==> config.mk <==
export PLATFORM = sky130hd
export DESIGN_NAME = aes_sr_mc_ark_stage_flat
export DESIGN_NICKNAME = d
export VERILOG_FILES = /design/src/rtl/aes_sr_mc_ark_stage_if.sv /design/src/rtl/aes_sr_mc_ark_stage.sv /design/src/flat_wrapper.sv
export SDC_FILE = /design/constraint.sdc
export NUM_CORES = 2
export LEC_CHECK = 0
export CAP_MARGIN = 15
export CORE_ASPECT_RATIO = 1.2
export CORE_MARGIN = 2
export CORE_UTILIZATION = 31
export CTS_CLUSTER_DIAMETER = 100
export DETAILED_ROUTE_END_ITERATION = 16
export MAX_ROUTING_LAYER = met4
export SETUP_SLACK_MARGIN = 0.02
export SLEW_MARGIN = 20
export SYNTH_ARGS = -nofsm -noshare
export SYNTH_HDL_FRONTEND = slang
export SYNTH_SLANG_ARGS = --single-unit
==> constraint.sdc <==
create_clock -name clk -period 37.5 [get_ports clk]
set_input_delay 3.75 -clock clk [delete_from_list [all_inputs] [get_ports clk]]
set_output_delay 3.75 -clock clk [all_outputs]
set_load 0.005 [all_outputs]
==> src/rtl/aes_sr_mc_ark_stage_if.sv <==
// aes_sr_mc_ark_stage_if: block input, SubBytes result and ready/valid output bus of the round stage.
interface aes_sr_mc_ark_stage_if;
    logic         in_valid;
    logic         in_ready;
    logic [127:0] round_key;
    logic         last_round;
    logic [127:0] sb_data;
    logic         out_valid;
    logic         out_ready;
    logic [127:0] out_data;
    logic         out_last;
    modport master (
        output in_valid, round_key, last_round, sb_data, out_ready,
        input  in_ready, out_valid, out_data, out_last
    );
    modport slave (
        input  in_valid, round_key, last_round, sb_data, out_ready,
        output in_ready, out_valid, out_data, out_last
    );
endinterface

==> src/rtl/aes_sr_mc_ark_stage.sv <==
// aes_sr_mc_ark_stage: ShiftRows/MixColumns/AddRoundKey behind a stall-free SubBytes pipe, credit-guarded output FIFO.
// Define AES_STAGE_ERR_EN to add the sticky overflow flag err.
module aes_sr_mc_ark_stage #(
    parameter int SBOX_LAT   = 2,
    parameter int FIFO_DEPTH = 4
) (
    input  logic clk,
    input  logic rst,
`ifdef AES_STAGE_ERR_EN
    output logic err,
`endif
    aes_sr_mc_ark_stage_if.slave io_bus
);
    localparam int CW = $clog2(FIFO_DEPTH + 1);
    localparam int PW = FIFO_DEPTH > 1 ? $clog2(FIFO_DEPTH) : 1;
    localparam int IW = $clog2(SBOX_LAT + 1);

    logic          r_tag_v    [SBOX_LAT];
    logic [127:0]  r_tag_key  [SBOX_LAT];
    logic          r_tag_last [SBOX_LAT];
    logic [128:0]  r_mem      [FIFO_DEPTH];
    logic [PW-1:0] r_wr_ptr;
    logic [PW-1:0] r_rd_ptr;
    logic [CW-1:0] r_count;
    logic [IW-1:0] w_inflight;
    logic [7:0]    w_sb [16];
    logic [7:0]    w_sr [16];
    logic [7:0]    w_mc [16];
    logic [127:0]  w_res;
    logic          w_acc;
    logic          w_rd;
    logic          w_full;
    logic          w_wr;

    function automatic logic [7:0] xt(input logic [7:0] b);
        return {b[6:0], 1'b0} ^ (b[7] ? 8'h1b : 8'h00);
    endfunction

    function automatic logic [PW-1:0] nxt(input logic [PW-1:0] p);
        return p == PW'(FIFO_DEPTH - 1) ? '0 : p + 1'b1;
    endfunction

    // Credits cover both FIFO entries and blocks still inside SubBytes, from registers only.
    always_comb begin
        w_inflight = '0;
        for (int k = 0; k < SBOX_LAT; k++) w_inflight = w_inflight + IW'(r_tag_v[k]);
    end

    assign io_bus.in_ready = (32'(r_count) + 32'(w_inflight)) < 32'(FIFO_DEPTH);
    assign w_acc  = io_bus.in_valid && io_bus.in_ready;
    assign w_rd   = io_bus.out_valid && io_bus.out_ready;
    assign w_full = r_count == CW'(FIFO_DEPTH);
    assign w_wr   = r_tag_v[SBOX_LAT-1] && (!w_full || w_rd);
    assign io_bus.out_valid = r_count != '0;
    assign {io_bus.out_last, io_bus.out_data} = r_mem[r_rd_ptr];

    always_comb begin
        for (int i = 0; i < 16; i++) w_sb[i] = io_bus.sb_data[127-8*i -: 8];
        for (int c = 0; c < 4; c++)
            for (int r = 0; r < 4; r++) w_sr[4*c+r] = w_sb[4*((c+r)%4)+r];
        for (int c = 0; c < 4; c++)
            for (int r = 0; r < 4; r++)
                w_mc[4*c+r] = xt(w_sr[4*c+r]) ^ xt(w_sr[4*c+(r+1)%4]) ^ w_sr[4*c+(r+1)%4]
                            ^ w_sr[4*c+(r+2)%4] ^ w_sr[4*c+(r+3)%4];
        for (int i = 0; i < 16; i++)
            w_res[127-8*i -: 8] = (r_tag_last[SBOX_LAT-1] ? w_sr[i] : w_mc[i]) ^ r_tag_key[SBOX_LAT-1][127-8*i -: 8];
    end

    always_ff @(posedge clk or posedge rst) begin
        if (rst) begin
            for (int k = 0; k < SBOX_LAT; k++) begin
                r_tag_v[k]    <= 1'b0;
                r_tag_key[k]  <= '0;
                r_tag_last[k] <= 1'b0;
            end
            for (int k = 0; k < FIFO_DEPTH; k++) r_mem[k] <= '0;
            r_wr_ptr <= '0;
            r_rd_ptr <= '0;
            r_count  <= '0;
        end else begin
            r_tag_v[0]    <= w_acc;
            r_tag_key[0]  <= io_bus.round_key;
            r_tag_last[0] <= io_bus.last_round;
            for (int k = 1; k < SBOX_LAT; k++) begin
                r_tag_v[k]    <= r_tag_v[k-1];
                r_tag_key[k]  <= r_tag_key[k-1];
                r_tag_last[k] <= r_tag_last[k-1];
            end
            if (w_wr) begin
                r_mem[r_wr_ptr] <= {r_tag_last[SBOX_LAT-1], w_res};
                r_wr_ptr        <= nxt(r_wr_ptr);
            end
            if (w_rd) r_rd_ptr <= nxt(r_rd_ptr);
            r_count <= r_count + CW'(w_wr) - CW'(w_rd);
        end
    end

`ifdef AES_STAGE_ERR_EN
    always_ff @(posedge clk or posedge rst) begin
        if (rst) err <= 1'b0;
        else if (r_tag_v[SBOX_LAT-1] && w_full && !w_rd) err <= 1'b1;
    end
`endif
endmodule

==> src/flat_wrapper.sv <==
// flat-port wrapper written by rule: the top's interface ports become plain ports
module aes_sr_mc_ark_stage_flat 
#(
    parameter int SBOX_LAT   = 2,
    parameter int FIFO_DEPTH = 4
)
  (clk, rst, io_bus_in_valid, io_bus_round_key, io_bus_last_round, io_bus_sb_data, io_bus_out_ready, io_bus_in_ready, io_bus_out_valid, io_bus_out_data, io_bus_out_last);
  aes_sr_mc_ark_stage_if io_bus_i ();
  input  logic clk;
  input  logic rst;
  input wire logic [$bits(io_bus_i.in_valid)-1:0] io_bus_in_valid;
  input wire logic [$bits(io_bus_i.round_key)-1:0] io_bus_round_key;
  input wire logic [$bits(io_bus_i.last_round)-1:0] io_bus_last_round;
  input wire logic [$bits(io_bus_i.sb_data)-1:0] io_bus_sb_data;
  input wire logic [$bits(io_bus_i.out_ready)-1:0] io_bus_out_ready;
  output wire logic [$bits(io_bus_i.in_ready)-1:0] io_bus_in_ready;
  output wire logic [$bits(io_bus_i.out_valid)-1:0] io_bus_out_valid;
  output wire logic [$bits(io_bus_i.out_data)-1:0] io_bus_out_data;
  output wire logic [$bits(io_bus_i.out_last)-1:0] io_bus_out_last;
  assign io_bus_i.in_valid = io_bus_in_valid;
  assign io_bus_i.round_key = io_bus_round_key;
  assign io_bus_i.last_round = io_bus_last_round;
  assign io_bus_i.sb_data = io_bus_sb_data;
  assign io_bus_i.out_ready = io_bus_out_ready;
  assign io_bus_in_ready = io_bus_i.in_ready;
  assign io_bus_out_valid = io_bus_i.out_valid;
  assign io_bus_out_data = io_bus_i.out_data;
  assign io_bus_out_last = io_bus_i.out_last;
  aes_sr_mc_ark_stage #(.SBOX_LAT(SBOX_LAT), .FIFO_DEPTH(FIFO_DEPTH)) u_core (.clk(clk), .rst(rst), .io_bus(io_bus_i));
endmodule
==> flow_summary_export.csv <==
group,metric,value,unit
sta,fmax,0.1229,GHz
sta,hold_violations,0,
route,vias_per_cell,5.242,
sta,finalSetupViolations,0,
final_layout,fillers,13550,
run,cap_violations,0,
yosys,synth_xor_xnor_area_share,14.96,%
setup_path,cp_slowest_cell,"buf_4",
pwr,power.total,3885,uW
route,first_pass_iters,5,
setup_path,cp.required,33.75,ns
clock_network,cts_tree,"built",
route,avgRoutedWirePerCell,22.63,microns
yosys,yosys_warnings,0,
clock_network,clock_sinks,783,
yosys,synth.area.mux_share,18.55,%
sta,final.min_clock_period,8.136,ns
pwr,leakage,0.02098,uW
yosys,synthArstFlopShare,100.0,%
pwr,peakVddDrop,0.04207,mV
grt,antenna_found_initial,5,
yosys,synth_fa_ha_area_share,0.2733,%
setup_path,critPathArrivalTime,4.39,ns
floorplanning,rows,151,
clock_network,insertion_delay,0.70,ns
floorplanning,die_height,416.5,microns
final_layout,nNetsFinal,4069,
placement,place.gp.congestion,0.8085,
floorplanning,die_w,347.7,microns
yosys,yosysUniqueCellTypes,43,
placement,dp_hpwl,87.16,mm
yosys,synth_top_area_cell,"dfrtp_1",
floorplanning,initial_core_util,31.19,%
route,drtIter0Drc,1992,
yosys,synth_compound_area_share,6.948,%
floorplanning,ioPinCount,392,
setup_path,crit_fanout,40,
yosys,synth_cells,3613,
setup_path,end_kind,"output pin",
clock_network,post-cts-setup-buffers,0,
sta,rsz0062_at_grt,"no",
final_layout,instances_no_fill,5713,
yosys,syn_area,43950,sq um
sta,timing.final.crit_share,21.69,%
pwr,powerDensity,74.40,nW/um^2
yosys,yosys-top-cells-count,"dfrtp_1, nor3_1, mux2_2, mux2i_1, a21oi_1",
setup_path,path_cells,"buf_4, buf_4, mux4_2, clkdlybuf4s50_1",
grt,grt_max_degree,218,
yosys,ys_seq_elements,783,
route,drc,0,
placement,dp_cells,5543,
yosys,syn-num-nets,3883,
final_layout,area_delta_synth_final,18.79,%
clock_network,cts_resized,0,
route,ant_nets,0,
yosys,synth.top_cell.area_share,44.58,%
grt,grt_pass1_vias,30480,
clock_network,clk_path_buf_depth,3,
grt,grt_overflow,0,
setup_path,slowest_delay,0.87,ns
setup_path,crit_type,"flop to output pin",
clock_network,cts_hold_buf,0,
floorplanning,fp.coreArea,140900,sq um
grt,grt.total_usage,18.23,%
yosys,syn_avg_cell_area,12.17,sq um
worst_hold_path,min_path_type,"flop to flop",
clock_network,clk_pin_slew,0.06,ns
final_layout,final_area,52210,sq um
clock_network,h-tree-depth,3,
grt,grt_pass1_wl,196.6,mm
placement,post-place-ws,28.85,ns
yosys,ys.flop_type,"dfrtp_1",
outcome,status,"finished, final reports clean",
route,vias,29950,
placement,postPlaceCellArea,49080,sq um
route,wl,129.3,mm
yosys,synthTopCellsByArea,"dfrtp_1, xnor3_1, mux2_2, mux4_2, nor3_1",
clock_network,cts_made_buffers,90,
setup_path,path_common_cell,"buf_4",
yosys,yosysMostFrequentCell,"dfrtp_1",
sta,slew_headroom,27.95,%
floorplanning,dieArea,144800,sq um
placement,placement.io_buffers,391,
yosys,synth_edf_count,0,
yosys,synth_top_family_by_area,"multiplexers",
sta,finalClockSkew,0.02825,ns
final_layout,drive_above_1_share,17.90,%
sta,finalSetupTns,0,ns
clock_network,root_buffer,"clkbuf_16",
sta,worst-slew-pin-transition,1.081,ns
sta,setup_slack,29.36,ns
yosys,synth_seq_area_share,44.58,%
setup_path,cp-start-kind,"flop",
sta,drv_slew,0,
yosys,synth-simple-area-share,11.04,%
[registers in the layout, indices dropped and copies added, names as in the netlist]
name / count
u_core.r_count: 3
u_core.r_mem: 516
u_core.r_rd_ptr: 2
u_core.r_tag_key: 256
u_core.r_tag_last: 2
u_core.r_tag_v: 2
u_core.r_wr_ptr: 2
[worst max-delay path, delay by kind of cell (launching register included)]
family                 cells  cell delay (ns)
buffers and inverters      3             2.08
DFF                        1             0.84
muxes                      1             0.67
[placed cells by master (no fill, tap or decap), types with 8 or more instances in the layout]
cell | Yosys | final
a21oi_1 | 193 | 193
and2_1 | 13 | 13
buf_4 | 13 | 40
bufinv_16 | 0 | 11
clkbuf_1 | 128 | 9
clkbuf_16 | 0 | 91
clkbuf_8 | 0 | 12
clkdlybuf4s50_1 | 0 | 391
clkinv_2 | 0 | 16
clkinvlp_4 | 0 | 10
dfrtp_1 | 783 | 780
ha_1 | 8 | 8
mux2_2 | 278 | 278
mux2i_1 | 203 | 203
mux4_2 | 129 | 129
nand2_1 | 114 | 110
nand2b_1 | 48 | 48
nand3b_1 | 96 | 96
nor2_1 | 18 | 15
nor3_1 | 578 | 578
o211ai_1 | 192 | 192
o21a_1 | 9 | 9
o21ai_0 | 14 | 14
o21ai_1 | 25 | 25
o31ai_1 | 48 | 48
or2_2 | 48 | 48
xnor2_1 | 173 | 173
xnor2_2 | 13 | 13
xnor3_1 | 165 | 165
xor2_1 | 83 | 83
xor3_1 | 12 | 12
[cell families (layout without fill, tap and decap cells)]
group,count (synthesis),in the layout
AOI/OAI and AO/OA,484,484
xor gates and xnor gates,451,451
adders and majority gates,9,9
buffers and inverters,346,604
DFF,783,783
muxes,616,616
other,0,6
and+or+nand+nor,924,924
[path summary, 6_finish.rpt]
check / from / endpoint / slack [ns] / cells after the start
min in group asynchronous: rst / u_core.r_tag_key[151]$_DFF_PP0_ / 3.52 / 2
min: u_core.r_tag_key[146]$_DFF_PP0_ / u_core.r_tag_key[18]$_DFF_PP0_ / 0.33 / 0
max reg2reg: u_core.r_count[1]$_DFF_PP0_ / u_core.r_mem[447]$_DFFE_PP0P_ / 32.49 / 8
max: u_core.r_rd_ptr[0]$_DFFE_PP0P_ / io_bus_out_data[51] / 29.36 / 4
min reg2reg: u_core.r_tag_key[146]$_DFF_PP0_ / u_core.r_tag_key[18]$_DFF_PP0_ / 0.33 / 0
max in group asynchronous: rst / u_core.r_mem[333]$_DFFE_PP0P_ / 31.03 / 5
[area by class of cell]
cell class | count | area [sq um] | share of cell area (%)
diodes | 6 | 15.01 | 0.02876
clock buffers | 112 | 2476 | 4.742
clock inverters | 52 | 639.4 | 1.225
inverters | 6 | 30.03 | 0.05751
multi-input cells | 2484 | 22880 | 43.81
flip-flops and latches | 783 | 19610 | 37.55
well taps | 1836 | 2297 | 4.400
repair buffers | 434 | 4274 | 8.186
[through the flow]
stage               hold slack (ns)  util, %
global placement             0.3335    34.82
global route                 0.3516    37.04
detailed placement           0.3347    34.82
floorplan                    0.3312        -
CTS                          0.3197    37.03
finish                       0.3333    37.05
[power breakdown]
group	internal, uW	switching [uW]	leakage [uW]
clock network	548	381	0.00151
logic	879	746	0.0102
registers	1150	180	0.00927
[routing by layer]
| metal | vias up | part of all wire [%] | GRT usage [%] |
|---|---|---|---|
| met5 | - | 0 | - |
| met4 | 0 | 1.8 | 4.762 |
| met3 | 135 | 4.8 | 2.536 |
| met2 | 825 | 50 | 30.23 |
| met1 | 15360 | 44 | 23.44 |
| li1 | 13630 | - | - |
(Power assumes the default switching activity.)
